--- src/rtl/nes_joypad_port_if.sv ---
// 2A03 CPU bus as seen by the $4016/$4017 joypad responder.
// master = CPU side, slave = joypad port.
interface nes_joypad_port_if;
    logic [15:0] cpu_address;
    logic [7:0]  cpu_data_in;
    logic        cpu_rnw;
    logic        cpu_m2;
    logic [7:0]  cpu_data_out;
    logic        cpu_data_oe;

    modport master (
        output cpu_address, cpu_data_in, cpu_rnw, cpu_m2,
        input  cpu_data_out, cpu_data_oe
    );

    modport slave (
        input  cpu_address, cpu_data_in, cpu_rnw, cpu_m2,
        output cpu_data_out, cpu_data_oe
    );
endinterface

--- src/rtl/nes_joypad_port.sv ---
// NES controller ports at $4016/$4017: strobe latch, 4021-style serial shift-out per read.
// Optional button debounce filter enabled by defining NES_JOYPAD_DEBOUNCE_EN.
module nes_joypad_port #(
    parameter logic [15:0] ADDR_P1         = 16'h4016,
    parameter logic [15:0] ADDR_P2         = 16'h4017,
    parameter logic [2:0]  OPEN_BUS_HI     = 3'b010,
    parameter int unsigned DEBOUNCE_CYCLES = 50000,
    parameter int unsigned DB_W            = 16
) (
    input  logic                clk,
    input  logic                rstn,
    nes_joypad_port_if.slave    bus,
    input  logic [7:0]          p1_buttons,
    input  logic [7:0]          p2_buttons,
    output logic                strobe
);

    if (DB_W < $clog2(DEBOUNCE_CYCLES + 1)) begin : g_db_w_too_small
        $error("DB_W too narrow to hold DEBOUNCE_CYCLES");
    end

    logic [7:0]  p1_meta, p1_sync;
    logic [7:0]  p2_meta, p2_sync;
    logic [15:0] btn_raw;
    logic [15:0] btn_filt;
    logic [7:0]  btn_p1, btn_p2;
    logic        m2_q;
    logic        m2_fall;
    logic        sel_p1, sel_p2;
    logic [7:0]  sr1, sr2;
    logic [6:0]  unused_data_hi;

    assign unused_data_hi = bus.cpu_data_in[7:1];

    always_ff @(posedge clk or negedge rstn) begin
        if (!rstn) begin
            p1_meta <= '0;
            p1_sync <= '0;
            p2_meta <= '0;
            p2_sync <= '0;
            m2_q    <= 1'b0;
        end else begin
            p1_meta <= p1_buttons;
            p1_sync <= p1_meta;
            p2_meta <= p2_buttons;
            p2_sync <= p2_meta;
            m2_q    <= bus.cpu_m2;
        end
    end

    assign btn_raw = {p2_sync, p1_sync};

`ifdef NES_JOYPAD_DEBOUNCE_EN
    localparam logic [DB_W-1:0] DB_MAX = DB_W'(DEBOUNCE_CYCLES - 1);

    logic [DB_W-1:0] db_cnt [16];

    // Counter runs only while raw disagrees with filtered; flip on the Nth consecutive mismatch.
    always_ff @(posedge clk or negedge rstn) begin
        if (!rstn) begin
            btn_filt <= '0;
            for (int unsigned i = 0; i < 16; i++) db_cnt[i] <= '0;
        end else begin
            for (int unsigned i = 0; i < 16; i++) begin
                if (btn_raw[i] == btn_filt[i]) begin
                    db_cnt[i] <= '0;
                end else if (db_cnt[i] == DB_MAX) begin
                    btn_filt[i] <= btn_raw[i];
                    db_cnt[i]   <= '0;
                end else begin
                    db_cnt[i] <= db_cnt[i] + 1'b1;
                end
            end
        end
    end
`else
    always_comb begin
        btn_filt = btn_raw;
    end
`endif

    assign btn_p1  = btn_filt[7:0];
    assign btn_p2  = btn_filt[15:8];
    assign m2_fall = m2_q & ~bus.cpu_m2;
    assign sel_p1  = (bus.cpu_address == ADDR_P1);
    assign sel_p2  = (bus.cpu_address == ADDR_P2);

    // Reload looks at the registered strobe, so a same-cycle strobe write sees the old value.
    always_ff @(posedge clk or negedge rstn) begin
        if (!rstn) begin
            strobe <= 1'b0;
            sr1    <= '0;
            sr2    <= '0;
        end else begin
            if (m2_fall && !bus.cpu_rnw && sel_p1)
                strobe <= bus.cpu_data_in[0];

            if (strobe)
                sr1 <= btn_p1;
            else if (m2_fall && bus.cpu_rnw && sel_p1)
                sr1 <= {1'b1, sr1[7:1]};

            if (strobe)
                sr2 <= btn_p2;
            else if (m2_fall && bus.cpu_rnw && sel_p2)
                sr2 <= {1'b1, sr2[7:1]};
        end
    end

    always_comb begin
        bus.cpu_data_oe  = rstn & bus.cpu_m2 & bus.cpu_rnw & (sel_p1 | sel_p2);
        bus.cpu_data_out = 8'h00;
        if (bus.cpu_data_oe)
            bus.cpu_data_out = {OPEN_BUS_HI, 4'b0000, (sel_p1 ? sr1[0] : sr2[0])};
    end

endmodule

--- src/flat_wrapper.sv ---
// flat-port wrapper written by rule: the top's interface ports become plain ports
module nes_joypad_port_flat 
#(
    parameter logic [15:0] ADDR_P1         = 16'h4016,
    parameter logic [15:0] ADDR_P2         = 16'h4017,
    parameter logic [2:0]  OPEN_BUS_HI     = 3'b010,
    parameter int unsigned DEBOUNCE_CYCLES = 50000,
    parameter int unsigned DB_W            = 16
)
  (clk, rstn, p1_buttons, p2_buttons, strobe, bus_cpu_address, bus_cpu_data_in, bus_cpu_rnw, bus_cpu_m2, bus_cpu_data_out, bus_cpu_data_oe);
  nes_joypad_port_if bus_i ();
  input  logic clk;
  input  logic rstn;
  input  logic [7:0] p1_buttons;
  input  logic [7:0] p2_buttons;
  output logic strobe;
  input wire logic [$bits(bus_i.cpu_address)-1:0] bus_cpu_address;
  input wire logic [$bits(bus_i.cpu_data_in)-1:0] bus_cpu_data_in;
  input wire logic [$bits(bus_i.cpu_rnw)-1:0] bus_cpu_rnw;
  input wire logic [$bits(bus_i.cpu_m2)-1:0] bus_cpu_m2;
  output wire logic [$bits(bus_i.cpu_data_out)-1:0] bus_cpu_data_out;
  output wire logic [$bits(bus_i.cpu_data_oe)-1:0] bus_cpu_data_oe;
  assign bus_i.cpu_address = bus_cpu_address;
  assign bus_i.cpu_data_in = bus_cpu_data_in;
  assign bus_i.cpu_rnw = bus_cpu_rnw;
  assign bus_i.cpu_m2 = bus_cpu_m2;
  assign bus_cpu_data_out = bus_i.cpu_data_out;
  assign bus_cpu_data_oe = bus_i.cpu_data_oe;
  nes_joypad_port #(.ADDR_P1(ADDR_P1), .ADDR_P2(ADDR_P2), .OPEN_BUS_HI(OPEN_BUS_HI), .DEBOUNCE_CYCLES(DEBOUNCE_CYCLES), .DB_W(DB_W)) u_core (.clk(clk), .rstn(rstn), .bus(bus_i), .p1_buttons(p1_buttons), .p2_buttons(p2_buttons), .strobe(strobe));
endmodule
--- config.mk ---
export PLATFORM = sky130hd
export DESIGN_NAME = nes_joypad_port_flat
export DESIGN_NICKNAME = d
export VERILOG_FILES = /design/src/rtl/nes_joypad_port_if.sv /design/src/rtl/nes_joypad_port.sv /design/src/flat_wrapper.sv
export SDC_FILE = /design/constraint.sdc
export NUM_CORES = 1
export LEC_CHECK = 0
export CAP_MARGIN = 20
export CORE_MARGIN = 5
export CORE_UTILIZATION = 45
export CTS_CLUSTER_DIAMETER = 80
export DETAILED_ROUTE_END_ITERATION = 8
export GPL_ROUTABILITY_DRIVEN = 0
export HOLD_SLACK_MARGIN = 0.06
export PLACE_DENSITY_LB_ADDON = 0.1
export SETUP_SLACK_MARGIN = 0.15
export SLEW_MARGIN = 0
export SYNTH_ARGS = -nofsm -noshare
export SYNTH_HDL_FRONTEND = slang
export SYNTH_SLANG_ARGS = --single-unit
--- constraint.sdc ---
create_clock -name clk -period 2.6 [get_ports clk]
set_input_delay 0.39 -clock clk [delete_from_list [all_inputs] [get_ports clk]]
set_output_delay 0.39 -clock clk [all_outputs]
set_load 0.01 [all_outputs]
Word level (Yosys, flattened, before mapping) --
Index checks and enable logic that the tools add are counted.
Cells by class: reduce and logical (&&, ||, !) cells 8, equal/unequal tests 2, bitwise gates (word level) 6, multiplexer cells 6
Operators with widths (number):
- 16-bit by 15-bit == test with 1-bit output (second input constant) | 2
- 8-bit two-way mux | 4
- 7-bit two-way mux | 1
- 1-bit logical AND | 5
- 1-bit bitwise AND | 4
- 2-bit nonzero test | 2
- 1-bit zero test | 1
- 1-bit two-way mux | 1
- 1-bit NOT | 1
- 1-bit bitwise OR | 1
Storage, ports and cells: bits in registers 50, output and inout bits 10, logic and storage cells 30, bits of input ports 44

Logic depth before layout (Yosys ltp) --
depth in word-level cells 6, mapped depth 6, mapped depth without buffers 4

Worst setup path after synthesis --
Ideal clock, no wire load.
path kind input -> output, start point input port bus_cpu_address[8], end point output port bus_cpu_data_out[0], data required time 2210 ps, buffers on the path 1, arrival 1468 ps, cell stages on the path 5, path slack 742 ps, cell sequence nor4b_4 -> and4_1 -> buf_6 -> and3_2 -> nor2b_1
Between the ends: word-level cells in the longest chain between the ends 4, elaborated cells on any way between the ends 6, classes of those cells eq/ne (2); mux (2); bitwise (2)
Ends and longest elaborated chain:
- start, declared | RTL line flat_wrapper.sv:17 | input wire logic [$bits(bus_i.cpu_address)-1:0] bus_cpu_address;
- 16-bit by 15-bit == test with 1-bit output, on equally long branches | RTL line nes_joypad_port.sv:85, nes_joypad_port.sv:86
- 1-bit bitwise OR * | RTL line nes_joypad_port.sv:111 | bus.cpu_data_oe = rstn & bus.cpu_m2 & bus.cpu_rnw & (sel_p1 | sel_p2);
- 1-bit bitwise AND * | RTL line nes_joypad_port.sv:111
- net bus_cpu_data_oe | RTL line flat_wrapper.sv:22 | output wire logic [$bits(bus_i.cpu_data_oe)-1:0] bus_cpu_data_oe;
- 7-bit two-way mux * | RTL line nes_joypad_port.sv:113 | if (bus.cpu_data_oe)
- end, declared | RTL line flat_wrapper.sv:21 | output wire logic [$bits(bus_i.cpu_data_out)-1:0] bus_cpu_data_out;
Mark *: on every way through the listed nets, which the timed path passes. The rest lies on a longest branch.

Worst setup path in the final report --
start point input port bus_cpu_address[15], end point output port bus_cpu_data_oe
Between the ends: word-level cells in the longest chain between the ends 3, elaborated cells on any way between the ends 4, classes of those cells eq/ne (2); bitwise (2)
Ends and longest elaborated chain (RTL line):
- 16-bit by 15-bit == test with 1-bit output, on equally long branches | nes_joypad_port.sv:85, nes_joypad_port.sv:86
- 1-bit bitwise OR * | nes_joypad_port.sv:111
- 1-bit bitwise AND * | nes_joypad_port.sv:111
- end, declared | flat_wrapper.sv:22
Every way passes the cells marked *; elsewhere a longest branch is shown, timed or not.

==> impl_metrics.csv <==
group,metric,value,unit
status,status,"finished, final reports clean",
power_and_ir_drop,leakagePower,1.04,nW
placed_design,dp_slack,-0.0774,ns
sta,fmax,427,MHz
setup_path,crit_chain,"clkdlybuf4s50_1, nor4b_2, and4_1, and3_2, buf_4, dlygate4sd2_1",
clock_tree,htreeDepth,2,
setup_path,critPathRequiredTime,2.21,ns
layout,seq_area,1250,µm²
layout,multi_input_area,556,µm²
logic_synthesis,seq_area_frac_synth,65.6,%
logic_synthesis,yosys-top-cells-count,"dfrtp_1, nor2b_1, o21ai_0",
clock_tree,clock_latency,0.30,ns
logic_synthesis,async_reset_ff_share,100,%
floorplanning,core,4060,µm²
sta,fin_tns_setup,0,ns
clock_tree,cts_buffer_depth,2,
logic_synthesis,syn_area_per_cell,13.1,µm²
logic_synthesis,synth_edf_count,0,
setup_path,crit_arrival,1.95,ns
clock_tree,cts_made_buffers,5,
setup_path,critPathKind,"primary input to primary output",
sta,fin_skew,0.00415,ns
sta,tightest_slew,0.593,ns
sta,slew_viol_final,0,
power_and_ir_drop,p_int,0.00108,W
floorplanning,die_area,5640,µm²
global_route,grt_max_degree,51,
power_and_ir_drop,swShare,20.6,%
placed_design,port-buffer-count,40,
global_route,grt_pass1_vias,1301,
min_path,holdCritPathClass,"primary input to asynchronous set/reset pin",
setup_path,crit_family,"buffers and inverters",
routing,drtIter0Drc,102,
sta,final_hold_viol_count,0,
floorplanning,die_w,75.1,µm
global_route,grt_pass1_wl,5810,µm
layout,diodes,0,
sta,rsz0062_at_grt,"no",
global_route,globalRouteOverflowTotal,0,
job,cap_viol_max_count,0,
routing,vias,1270,
clock_tree,clkSlewWorstSetupHoldPaths,0.08,ns
global_route,grtUsageTotal,13.7,%
power_and_ir_drop,peakVddDrop,425,µV
logic_synthesis,synth_cell_types,25,
clock_tree,clock_sinks,50,
power_and_ir_drop,power.switching,0.000280,W
floorplanning,rows,23,
routing,wl_per_cell,14.1,µm
sta,setup_viol,0,
setup_path,crit_path_start_kind,"primary input",
floorplanning,die_y,75.1,µm
power_and_ir_drop,power_frac_clock,33.0,%
floorplanning,start_util,47.0,%
logic_synthesis,synth_top_area_cell,"dfrtp_1",
power_and_ir_drop,combPwrFrac,7.2,%
placed_design,place.detailed.hpwl,2380,µm
setup_path,cpPeakStageDelay,0.45,ns
sta,relSlewSlack,60.5,%
floorplanning,io_pins,54,
clock_tree,cts_tree,"built",
power_and_ir_drop,power_density,557,nW/µm²
power_and_ir_drop,pwr-share-seq,59.8,%
setup_path,cp_max_fo,2,
layout,fin_nets,237,
logic_synthesis,ys_seq_elements,50,
clock_tree,cts-root-buf,"clkbuf_8",
layout,syn_to_final_growth,27.5,%
sta,layout_setup_ws,0.259,ns
logic_synthesis,syn_inst,146,
logic_synthesis,yosys.area.top_type_share,65.6,%
routing,routed_via_density,5.20,
setup_path,crit_buf_inv,3,
clock_tree,ctsHoldBuffers,0,
logic_synthesis,yosys-top-cells-area,"dfrtp_1, nor2b_1, o21ai_0, a21oi_1, buf_4",
logic_synthesis,synthFlopType,"dfrtp_1",
global_route,antenna_found_initial,0,
layout,fillCellCount,334,
logic_synthesis,synth.most_common_cell,"dfrtp_1",
sta,fin_crit,2.34,ns
setup_path,cp_slowest_cell,"clkdlybuf4s50_1",
sta,post-route-period-util,90.0,%
routing,drt_first_pass_iters,4,
setup_path,endpoint_kind,"primary output",
logic_synthesis,synth_warnings,0,
routing,drc_errors,0,
layout,drive_above_1_share,13.9,%
routing,drt-total-wl,3450,µm
logic_synthesis,netlist_area,1910,µm²
setup_path,r2r_setup_slack,0.99,ns
routing,drtAntennaViolNets,0,
metal layers:
metal / GRT usage, % / vias up / wire length (µm)
li1: - / 596 / -
met1: 16.4 / 610 / 1430
met2: 22.4 / 56 / 1570
met3: 4.81 / 8 / 371
met4: 5.93 / 0 / 75
met5: 0 / - / 0
per-stage QoR:
step | power (W) | instances | area (µm²) | utilization, % | hold slack [ns]
finish | 0.00135 | 244 | 2430 | 59.9 | 0.244
global route | 0.00142 | 244 | 2430 | 59.9 | 0.299
CTS | 0.00137 | 244 | 2430 | 60.0 | 0.266
detailed placement | 0.000924 | 233 | 2320 | 57.3 | 0.335
global placement | 0.000921 | 233 | 2320 | 57.3 | 0.331
floorplan | 0.000850 | 151 | 1930 | - | 0.0944
area by class of cell:
class / instances / area share [%]
clock inverters: 1 / 0.206
clock buffers: 7 / 3.55
repair buffers: 51 / 19.4
flip-flops and latches: 50 / 51.5
well taps: 50 / 2.57
multi-input cells: 85 / 22.9
placed cells by master, fill, tap and decap left out:
cell type	Yosys	routed
and4bb_2	1	1
nor4b_4	2	2
conb_1	1	6
and3_2	1	1
a41oi_1	6	6
mux2_2	1	1
nand4_1	2	2
buf_4	8	11
o21ai_0	16	16
nand2_1	3	3
a31oi_1	8	8
clkinv_2	0	1
nor3_1	2	2
a41oi_2	1	1
buf_2	1	1
a21oi_1	15	15
clkbuf_8	0	6
mux2i_1	1	1
clkdlybuf4s50_1	0	36
dlygate4sd2_1	0	2
nor4b_2	1	1
clkbuf_1	4	1
and4_1	1	1
nand2b_1	1	1
nor2b_1	17	17
dfrtp_1	50	50
clkbuf_2	0	1
power groups by stage:
stage          Sequential (W)  Combinational, W  Clock (W)
3_3_place_gp         0.000824         0.0000962          0
3_5_place_dp         0.000826         0.0000975          0
5_1_grt              0.000813          0.000107   0.000496
6_report             0.000810         0.0000980   0.000447
2_1_floorplan        0.000824         0.0000260          0
4_1_cts              0.000811         0.0000994   0.000462
final timing paths:
check / cells past startpoint / start / end
setup / recovery: 6 / bus_cpu_address[15] / bus_cpu_data_oe
hold / removal: 2 / rstn / u_core.p1_meta[2]
setup reg to reg: 5 / u_core.m2_q / u_core.sr1[3]
hold reg to reg: 0 / u_core.p1_meta[3] / u_core.btn_p1[3]
max in group asynchronous: 2 / rstn / u_core.btn_p2[4]
min in group clk: 0 / u_core.p1_meta[3] / u_core.btn_p1[3]
what timing repair did:
item	CTS	global route
pin swaps	3	3
setup endpoints to repair	3	2
buffers inserted	3	0
gates cloned	0	0
resized for setup	3	2
state kept, by name, indices dropped and copies added (netlist names):
register and flops:
u_core.btn_p1 8, u_core.btn_p2 8, u_core.p1_meta 8, u_core.p2_meta 8, u_core.sr1 8, u_core.sr2 8, u_core.m2_q 1, u_core.strobe 1
cell families after synthesis:
group	Yosys count	share of synthesized area, %
AO/OA/AOI/OAI	46	14.4
buffers and inverters	16	6.23
flip-flops	50	65.6
multiplexers	2	1.12
other	1	0.197
AND/OR/NAND/NOR	31	12.5
Note: power is estimated with default switching activity, not from simulation.
